File: config.mk
export PLATFORM = sky130hd
export DESIGN_NAME = pacing_scheduler
export DESIGN_NICKNAME = d
export VERILOG_FILES = /design/src/rtl/rtlola_pkg.sv /design/src/rtl/pace_fifo.sv /design/src/rtl/pacing_scheduler.sv
export SDC_FILE = /design/constraint.sdc
export NUM_CORES = 1
export LEC_CHECK = 0
export CAP_MARGIN = 0
export CORE_UTILIZATION = 40
export CTS_CLUSTER_DIAMETER = 50
export DETAILED_ROUTE_END_ITERATION = 16
export PLACE_DENSITY = 0.59
export SLEW_MARGIN = 40
export SYNTH_ARGS = -nofsm -noshare
export SYNTH_HDL_FRONTEND = slang
export SYNTH_SLANG_ARGS = --single-unit
File: constraint.sdc
create_clock -name clk -period 2.6 [get_ports clk]
set_input_delay 0.52 -clock clk [delete_from_list [all_inputs] [get_ports clk]]
set_output_delay 0.52 -clock clk [all_outputs]
set_load 0.02 [all_outputs]
File: src/rtl/rtlola_pkg.sv
// Shared types and constants for the RTLola pacing front end.
// The entry struct documents the default task layout and is the pace_fifo default type.
package rtlola_pkg;

    localparam int NUM_PACES_DEF  = 5;
    localparam int DATA_WIDTH_DEF = 16;
    localparam int TS_WIDTH_DEF   = 32;

    typedef struct packed {
        logic [NUM_PACES_DEF-1:0]  pace_mask;
        logic                      evt;
        logic [DATA_WIDTH_DEF-1:0] data;
        logic [TS_WIDTH_DEF-1:0]   ts;
    } task_entry_t;

    function automatic int clog2(input int value);
        int result;
        result = 0;
        for (int i = 0; i < 31; i++) begin
            if ((1 << i) < value) begin
                result = i + 1;
            end
        end
        return result;
    endfunction

endpackage

File: src/rtl/pace_fifo.sv
// Generic first-word-fall-through FIFO over a packed entry type.
// Full and empty are derived from the occupancy counter, not from pointer equality.
module pace_fifo
    import rtlola_pkg::*;
#(
    parameter type T_ENTRY = task_entry_t,
    parameter int  DEPTH   = 4
) (
    input  logic                  clk,
    input  logic                  rst,
    input  logic                  i_push,
    input  T_ENTRY                i_data,
    input  logic                  i_pop,
    output T_ENTRY                o_head,
    output logic                  o_full,
    output logic                  o_empty,
    output logic [clog2(DEPTH):0] o_occupancy
);

    localparam int PTR_W = clog2(DEPTH);
    localparam int CNT_W = PTR_W + 1;

    T_ENTRY             r_mem [DEPTH];
    logic [PTR_W-1:0]   r_wrPtr;
    logic [PTR_W-1:0]   r_rdPtr;
    logic [CNT_W-1:0]   r_count;
    logic               w_doPush;
    logic               w_doPop;

    assign o_empty     = (r_count == '0);
    assign o_full      = (r_count == CNT_W'(DEPTH));
    assign o_occupancy = r_count;

    // A push into a full FIFO is legal only when the head leaves on the same edge.
    assign w_doPop  = i_pop & ~o_empty;
    assign w_doPush = i_push & (~o_full | w_doPop);

    assign o_head = o_empty ? T_ENTRY'('0) : r_mem[r_rdPtr];

    always_ff @(posedge clk) begin
        if (w_doPush) begin
            r_mem[r_wrPtr] <= i_data;
        end
    end

    always_ff @(posedge clk or negedge rst) begin
        if (!rst) begin
            r_wrPtr <= '0;
            r_rdPtr <= '0;
            r_count <= '0;
        end else begin
            if (w_doPush) begin
                r_wrPtr <= (r_wrPtr == PTR_W'(DEPTH - 1)) ? '0 : r_wrPtr + 1'b1;
            end
            if (w_doPop) begin
                r_rdPtr <= (r_rdPtr == PTR_W'(DEPTH - 1)) ? '0 : r_rdPtr + 1'b1;
            end
            case ({w_doPush, w_doPop})
                2'b10:   r_count <= r_count + 1'b1;
                2'b01:   r_count <= r_count - 1'b1;
                default: r_count <= r_count;
            endcase
        end
    end

endmodule

File: src/rtl/pacing_scheduler.sv
// Timestamps every due cycle (pace tick or input event) and queues one evaluation task per cycle.
// Entries that find the queue full and not draining are dropped and flagged in a sticky overflow bit.
module pacing_scheduler
    import rtlola_pkg::*;
#(
    parameter int NUM_PACES  = NUM_PACES_DEF,
    parameter int DATA_WIDTH = DATA_WIDTH_DEF,
    parameter int TS_WIDTH   = TS_WIDTH_DEF,
    parameter int DEPTH      = 4
) (
    input  logic                  clk,
    input  logic                  rst,
    input  logic                  en,
    input  logic [NUM_PACES-1:0]  tick,
    input  logic                  in_valid,
    input  logic [DATA_WIDTH-1:0] in_data,
    output logic                  out_valid,
    input  logic                  out_ready,
    output logic [NUM_PACES-1:0]  out_pace_mask,
    output logic                  out_event,
    output logic [DATA_WIDTH-1:0] out_data,
    output logic [TS_WIDTH-1:0]   out_ts,
    output logic [clog2(DEPTH):0] occupancy,
    output logic                  overflow
);

    typedef struct packed {
        logic [NUM_PACES-1:0]  pace_mask;
        logic                  evt;
        logic [DATA_WIDTH-1:0] data;
        logic [TS_WIDTH-1:0]   ts;
    } entry_t;

    logic [TS_WIDTH-1:0] r_tsCnt;
    logic                r_overflow;
    logic                w_due;
    logic                w_pop;
    logic                w_push;
    logic                w_drop;
    logic                w_full;
    logic                w_empty;
    entry_t              w_entry;
    entry_t              w_head;

    assign w_due  = en & ((|tick) | in_valid);
    assign w_pop  = ~w_empty & out_ready;
    assign w_push = w_due & (~w_full | w_pop);
    assign w_drop = w_due & w_full & ~w_pop;

    always_comb begin
        w_entry           = '0;
        w_entry.pace_mask = tick;
        w_entry.evt       = in_valid;
        w_entry.data      = in_valid ? in_data : '0;
        w_entry.ts        = r_tsCnt;
    end

    // The timestamp counter wraps silently; downstream treats it as modular time.
    always_ff @(posedge clk or negedge rst) begin
        if (!rst) begin
            r_tsCnt    <= '0;
            r_overflow <= 1'b0;
        end else begin
            if (en) begin
                r_tsCnt <= r_tsCnt + 1'b1;
            end
            if (w_drop) begin
                r_overflow <= 1'b1;
            end
        end
    end

    pace_fifo #(
        .T_ENTRY (entry_t),
        .DEPTH   (DEPTH)
    ) u_fifo (
        .clk         (clk),
        .rst         (rst),
        .i_push      (w_push),
        .i_data      (w_entry),
        .i_pop       (w_pop),
        .o_head      (w_head),
        .o_full      (w_full),
        .o_empty     (w_empty),
        .o_occupancy (occupancy)
    );

    assign out_valid     = ~w_empty;
    assign out_pace_mask = w_head.pace_mask;
    assign out_event     = w_head.evt;
    assign out_data      = w_head.data;
    assign out_ts        = w_head.ts;
    assign overflow      = r_overflow;

endmodule
==> impl_metrics.csv, run 1 <==
group,metric,value,unit
synth,ys_seq_area_frac,0.735,
global_routing,grt_pass1_wl,31500,um
power_and_ir_drop,leakage,4.74,nW
critical_path,crit_chain,"buf_6 > buf_12 > mux4_2 > and2_4 > buf_6",
drt,drt_pass1_iterations,4,
placement,placed_cells,954,
critical_path,crit_family,"multiplexers",
clock_network,cts_num_sinks,256,
placement,hpwl,11600,um
drt,vias_per_cell,5.07,
clock_network,clock_latency,0.52,ns
layout,design_area,0.0130,mm2
synth,synthCells,532,
power_and_ir_drop,ir_worst_vdd,0.782,mV
synth,async_flop_share,0.156,
layout,drive_above_1_share,0.377,
power_and_ir_drop,finalPower,0.0161,W
placement,port_buffers,84,
clock_network,cts_made_buffers,28,
power_and_ir_drop,p_per_area,1240,mW/mm2
floorplanning,coreArea,0.0251,mm2
synth,synth_edf_count,216,
timing,rsz0062_at_grt,"yes",
global_routing,grt_pass1_vias,5626,
timing,tightest_slew,0.423,ns
synth,synth_nets,566,
global_routing,grt.busiest_layer,"met2",
global_routing,grt_use_met3,0.0288,
critical_path,crit_path_end_kind,"output pin",
global_routing,grt_max_degree,57,
floorplanning,io_pins,85,
synth,avgSynthCellArea,19.1,um2
floorplanning,die_y,162,um
run,maxCapViolCount,0,
critical_path,crit_top_cell,"buf_6",
drt,vias,5161,
critical_path,cp.required,2.08,ns
drt,ant_nets,0,
floorplanning,initial_utilization,0.405,
critical_path,cp_max_fo,8,
clock_network,max-clock-path-buffers,3,
drt,wire_per_inst,19.7,um
timing,finalWorstSetupSlack,-0.0336,ns
synth,syn_area,0.0102,mm2
drt,drc,0,
timing,finalHoldViolCount,0,
layout,finalNonFillerCells,1017,
placement,place.gp.congestion,0.736,
critical_path,slowest_stage,"mux4_2",
timing,fin_skew,0.0101,ns
drt,wl,20000,um
critical_path,critPathKind,"flip-flop to output pin",
synth,yosys_warnings,0,
critical_path,cp_data_arrival_time,2.11,ns
timing,period_needed,2.63,ns
clock_network,cts_tree,"yes",
global_routing,grtUsageMet1,0.205,
floorplanning,die_w,162,um
timing,slew_headroom,0.718,
synth,yosysUniqueCellTypes,33,
floorplanning,num_rows,58,
timing,clock.fmax,380,MHz
critical_path,cp_num_buf_inv,3,
worst_hold_path,hold_path_class,"input port to flip-flop",
global_routing,use_met2,0.277,
synth,ys_ff_latch,256,
layout,final_nets,699,
timing,finalCritPeriodShare,1.01,
critical_path,max_stage_delay,0.52,ns
global_routing,antenna_found_initial,0,
status,violations,"setup timing",
layout,fin_util,0.517,
floorplanning,die_area,0.0261,mm2
layout,n_antenna_cell,0,
global_routing,grt_usage,0.159,
timing,finalSetupViolations,14,
status,status,"finished, violations left",
synth,synth-main-ff-cell,"edfxtp_1",
timing,slew_violations,0,
layout,area_delta_synth_final,27.6,%
clock_network,cts_root_buffer,"clkbuf_16",
critical_path,cp-start-kind,"flip-flop",
drt,drt_iter0_drc,297,
placement,place_area,0.0117,mm2
clock_network,path_clk_slew,0.06,ns
global_routing,gr-total-overflow,0,
placement,place_ws,-0.467,ns
clock_network,cts_max_level,1,
==> placed cells by master, fill, tap and decap left out, types with 2 or more instances in the layout <==
master,netlist,final
nor4_1,7,7
buf_8,0,2
xor2_1,20,20
edfxtp_1,216,216
xnor2_1,14,14
mux4_2,54,54
clkdlybuf4s50_1,0,27
clkinv_4,0,3
ha_1,7,7
mux2_2,4,4
inv_1,8,8
buf_16,0,3
clkbuf_8,0,6
and2_2,0,4
nand2_1,12,12
nand3_1,9,9
nand4_1,7,7
nor3_1,7,7
and3_1,2,2
clkinv_2,0,6
nand3_2,2,2
buf_12,0,14
and2_1,76,23
a21o_1,2,2
and2_4,0,49
or4_1,3,3
dfrtp_1,40,38
clkbuf_16,0,29
buf_2,6,6
buf_4,1,20
clkbuf_1,15,7
buf_6,1,51
and4_1,3,3
nor2_1,7,7
==> cell usage after synthesis (all sizes together) (2+ instances only) <==
| cell type | count | area (um2) |
|---|---|---|
| and4 | 3 | 26.3 |
| dfrtp | 40 | 1000 |
| nand2 | 12 | 45.0 |
| clkbuf | 15 | 56.3 |
| and2 | 76 | 475 |
| buf | 8 | 48.8 |
| edfxtp | 216 | 6490 |
| or4 | 3 | 22.5 |
| mux2 | 4 | 45.0 |
| a21o | 2 | 15.0 |
| xor2 | 20 | 175 |
| nor2 | 7 | 26.3 |
| xnor2 | 14 | 123 |
| and3 | 3 | 20.0 |
| nand4 | 8 | 65.1 |
| nand3 | 11 | 65.1 |
| mux4 | 54 | 1220 |
| nor3 | 7 | 35.0 |
| inv | 8 | 30.0 |
| nor4 | 8 | 56.3 |
| ha | 7 | 87.6 |
==> path summary, 6_finish.rpt <==
path                                       start                    end  slack (ns)  depth (start not counted)
min in group asynchronous                    rst            r_tsCnt[23]        0.47                          2
max in group asynchronous                    rst             r_tsCnt[5]        1.65                          3
min                                      tick[1]    u_fifo.r_mem[0][50]        0.34                          2
max reg2reg                u_fifo.o_occupancy[0]  u_fifo.o_occupancy[2]        0.32                         10
max                            u_fifo.r_rdPtr[0]             out_ts[25]       -0.03                          5
min reg2reg                             overflow               overflow        0.49                          1
==> timing repair <==
| action | in CTS | in global routing |
|---|---|---|
| gates cloned | 5 | 0 |
| setup endpoints to repair | 55 | 55 |
| pin swaps | 3 | 3 |
| hold endpoints to repair | 13 | 0 |
| buffers inserted | 8 | 0 |
| hold buffers | 1 | 0 |
| gates resized for setup | 365 | 13 |
==> flip-flops by register name, indices dropped and copies added (netlist names) <==
register	flops
u_fifo.r_mem	216
r_tsCnt	32
overflow	1
u_fifo.o_occupancy	3
u_fifo.r_wrPtr	2
u_fifo.r_rdPtr	2
==> final cells by class <==
cell class / count / area, um2
clock inverters: 10 / 86.3
multi-input cells: 245 / 2690
clock buffers: 42 / 835
fillers: 2057 / 12100
well taps: 330 / 413
flip-flops and latches: 256 / 7490
repair buffers: 126 / 1450
inverters: 8 / 30.0
==> worst register-to-register path, delay by kind of cell (launching register included) <==
kind	cells	cell delay (ns)
buffers and inverters	3	0.42
DFF	1	0.43
adders and majority gates	2	0.53
xor gates and xnor gates	2	0.32
and+or+nand+nor	3	0.50
==> metal layers <==
layer | vias up | part of all wire
li1 | 2338 | -
met1 | 2676 | 0.42
met2 | 119 | 0.51
met3 | 28 | 0.045
met4 | 0 | 0.019
met5 | - | 0
==> power by group <==
part           leakage, nW  switching, W  total (W)  internal (W)
sequential            2.50      0.000335    0.00572       0.00539
combinational         1.77       0.00297    0.00650       0.00353
clock                0.459       0.00152    0.00383       0.00231
==> metrics by stage <==
stage | TNS [ns] | hold WS (ns)
after floorplan | 0 | 0.224
after CTS | -1.88 | 0.450
after detailed placement | -32.46 | 0.470
after global placement | -29.15 | 0.452
final | -0.159 | 0.341
after global routing | -2.79 | 0.344
==> cell families after synthesis <==
| family | after synthesis | synth area share |
|---|---|---|
| xor+xnor | 34 | 0.0292 |
| compound gates | 3 | 0.00233 |
| fa+ha+maj | 8 | 0.0106 |
| mux | 59 | 0.125 |
| buf+inv | 31 | 0.0133 |
| simple gates | 141 | 0.0843 |
| flops | 256 | 0.735 |
(Power assumes the default switching activity.)
==> inputs of run 2 (changes only) <==
CTS_BUF_LIST = sky130_fd_sc_hd__clkbuf_2 sky130_fd_sc_hd__clkbuf_4 sky130_fd_sc_hd__clkbuf_8   (was not set)
==> run 2 against run 1 <==
Compared with the run above:
- the run still ends with setup timing left
- hold slack improved by 0.0043 ns
- final cell count is 2.3% higher
- core utilization fell by 0.40 points
- global-route usage increased by 0.17 points
- clock power shrank 11%
- setup slack better by 0.0089 ns
- first-iteration DRC count shrank 5.4%
- register-to-register slack about the same
==> impl_metrics.csv, run 2 (synthesized netlist as in run 1, its figures left out) <==
group,metric,value,unit
status,status,"finished, violations left",
status,violations,"setup timing",
power_and_ir_drop,p_per_area,1210,mW/mm2
clock_network,cts_made_buffers,41,
layout,largest_reg_flops,216,
critical_path,critPathKind,"flip-flop to output pin",
critical_path,cp-start-kind,"flip-flop",
clock_network,cts_root_buffer,"clkbuf_8",
layout,layout_commonest_cell,"edfxtp_1",
global_routing,grt_max_degree,57,
run,maxCapViolCount,0,
clock_network,cts_num_sinks,256,
floorplanning,io_pins,85,
drt,wl,20100,um
critical_path,crit_path_end_kind,"output pin",
layout,design_area,0.0129,mm2
global_routing,grt_pass1_wl,31600,um
timing,finalSetupViolations,13,
placement,port_buffers,84,
power_and_ir_drop,ir_worst_vdd,0.641,mV
power_and_ir_drop,finalPower,0.0156,W
timing,slew_violations,0,
drt,ant_nets,0,
critical_path,cp_num_buf_inv,3,
layout,area_delta_synth_final,26.6,%
layout,final_nets,713,
clock_network,cts_max_level,2,
floorplanning,die_area,0.0261,mm2
clock_network,path_clk_slew,0.06,ns
timing,tightest_slew,0.415,ns
timing,fin_skew,0.0107,ns
placement,hpwl,11600,um
power_and_ir_drop,leakage,4.72,nW
drt,drc,0,
global_routing,gr-total-overflow,0,
layout,regMostFlops,"u_fifo.r_mem",
timing,clock.fmax,381,MHz
timing,rsz0062_at_grt,"yes",
layout,fillers,2093,
worst_hold_path,hold_path_class,"input port to flip-flop",
global_routing,antenna_found_initial,0,
floorplanning,num_rows,58,
timing,finalWorstSetupSlack,-0.0247,ns
critical_path,cp_data_arrival_time,2.10,ns
critical_path,slowest_stage,"mux4_2",
clock_network,clock_latency,0.52,ns
critical_path,crit_chain,"buf_6 > buf_12 > mux4_2 > and2_4 > buf_6",
floorplanning,initial_utilization,0.405,
drt,wire_per_inst,19.3,um
floorplanning,die_w,162,um
critical_path,cp.required,2.08,ns
layout,mostFrequentLayoutCells,"216 x edfxtp_1, 54 x mux4_2, 52 x buf_6",
drt,drt_iter0_drc,281,
timing,finalCritPeriodShare,1.01,
floorplanning,die_y,162,um
critical_path,crit_top_cell,"buf_6",
placement,place_area,0.0117,mm2
critical_path,crit_family,"multiplexers",
timing,finalHoldViolCount,0,
floorplanning,coreArea,0.0251,mm2
placement,place_ws,-0.467,ns
global_routing,grt_pass1_vias,5705,
timing,slew_headroom,0.723,
drt,drt_pass1_iterations,4,
placement,place.gp.congestion,0.736,
critical_path,max_stage_delay,0.52,ns
drt,vias,5205,
clock_network,max-clock-path-buffers,3,
drt,vias_per_cell,5.00,
timing,period_needed,2.62,ns
layout,drive_above_1_share,0.397,
layout,n_antenna_cell,0,
global_routing,grt_usage,0.160,
critical_path,cp_max_fo,8,
timing,setup_tns,-0.107,ns
clock_network,cts_tree,"yes",
run 2: cell types whose count changed in the layout (fill, tap and decap cells not counted), sizes merged:
cell / delta
buf: +1
clkbuf: +19
clkinvlp: +1
clkinv: +2
run 2: worst paths after layout:
kind                       slack [ns]  depth (start not counted)             startpoint                     to
max reg2reg                      0.33                         10  u_fifo.o_occupancy[0]  u_fifo.o_occupancy[2]
min in group asynchronous        0.46                          2                    rst            r_tsCnt[22]
min                              0.35                          2                tick[1]    u_fifo.r_mem[0][50]
max                             -0.02                          5      u_fifo.r_rdPtr[0]             out_ts[25]
min reg2reg                      0.49                          1               overflow               overflow
max in group asynchronous        1.65                          3                    rst               overflow
run 2: stage by stage:
| step | util | cells | hold WS, ns |
|---|---|---|---|
| after global placement | 0.468 | 954 | 0.452 |
| after floorplan | - | 532 | 0.224 |
| after global routing | 0.513 | 1040 | 0.339 |
| final | 0.513 | 1040 | 0.345 |
| after detailed placement | 0.468 | 954 | 0.470 |
| after CTS | 0.516 | 1042 | 0.438 |
run 2: layout make-up:
cell class                 instances  area, um2  area share
tap                              330        413      0.0320
sequential                       256       7490       0.581
timing repair buffer             127       1450       0.112
clock inverter                    13       83.8     0.00650
clock buffer                      61        739      0.0574
multi-input combinational        245       2690       0.208
inverter                           8       30.0     0.00233
run 2: power by group:
part	internal, W	switching [W]	total [W]	leakage (nW)
Sequential	0.00539	0.000333	0.00572	2.50
Clock	0.00192	0.00148	0.00339	0.438
Combinational	0.00352	0.00295	0.00648	1.77
Total	0.0108	0.00476	0.0156	4.72
run 2: repair_timing:
action,4_1_cts,5_1_grt
buffers inserted,8,2
hold endpoints to repair,13,0
resized for setup,367,10
hold buffers,1,0
pin swaps,5,3
endpoints found under the setup margin,55,55
gates cloned,5,0
run 2: routing by layer:
layer	global-route usage	routed length, um	vias to the layer above
li1	-	-	2365
met4	0.0515	344	0
met3	0.0313	838	30
met1	0.204	8560	2685
met5	0	0	-
met2	0.276	10300	125
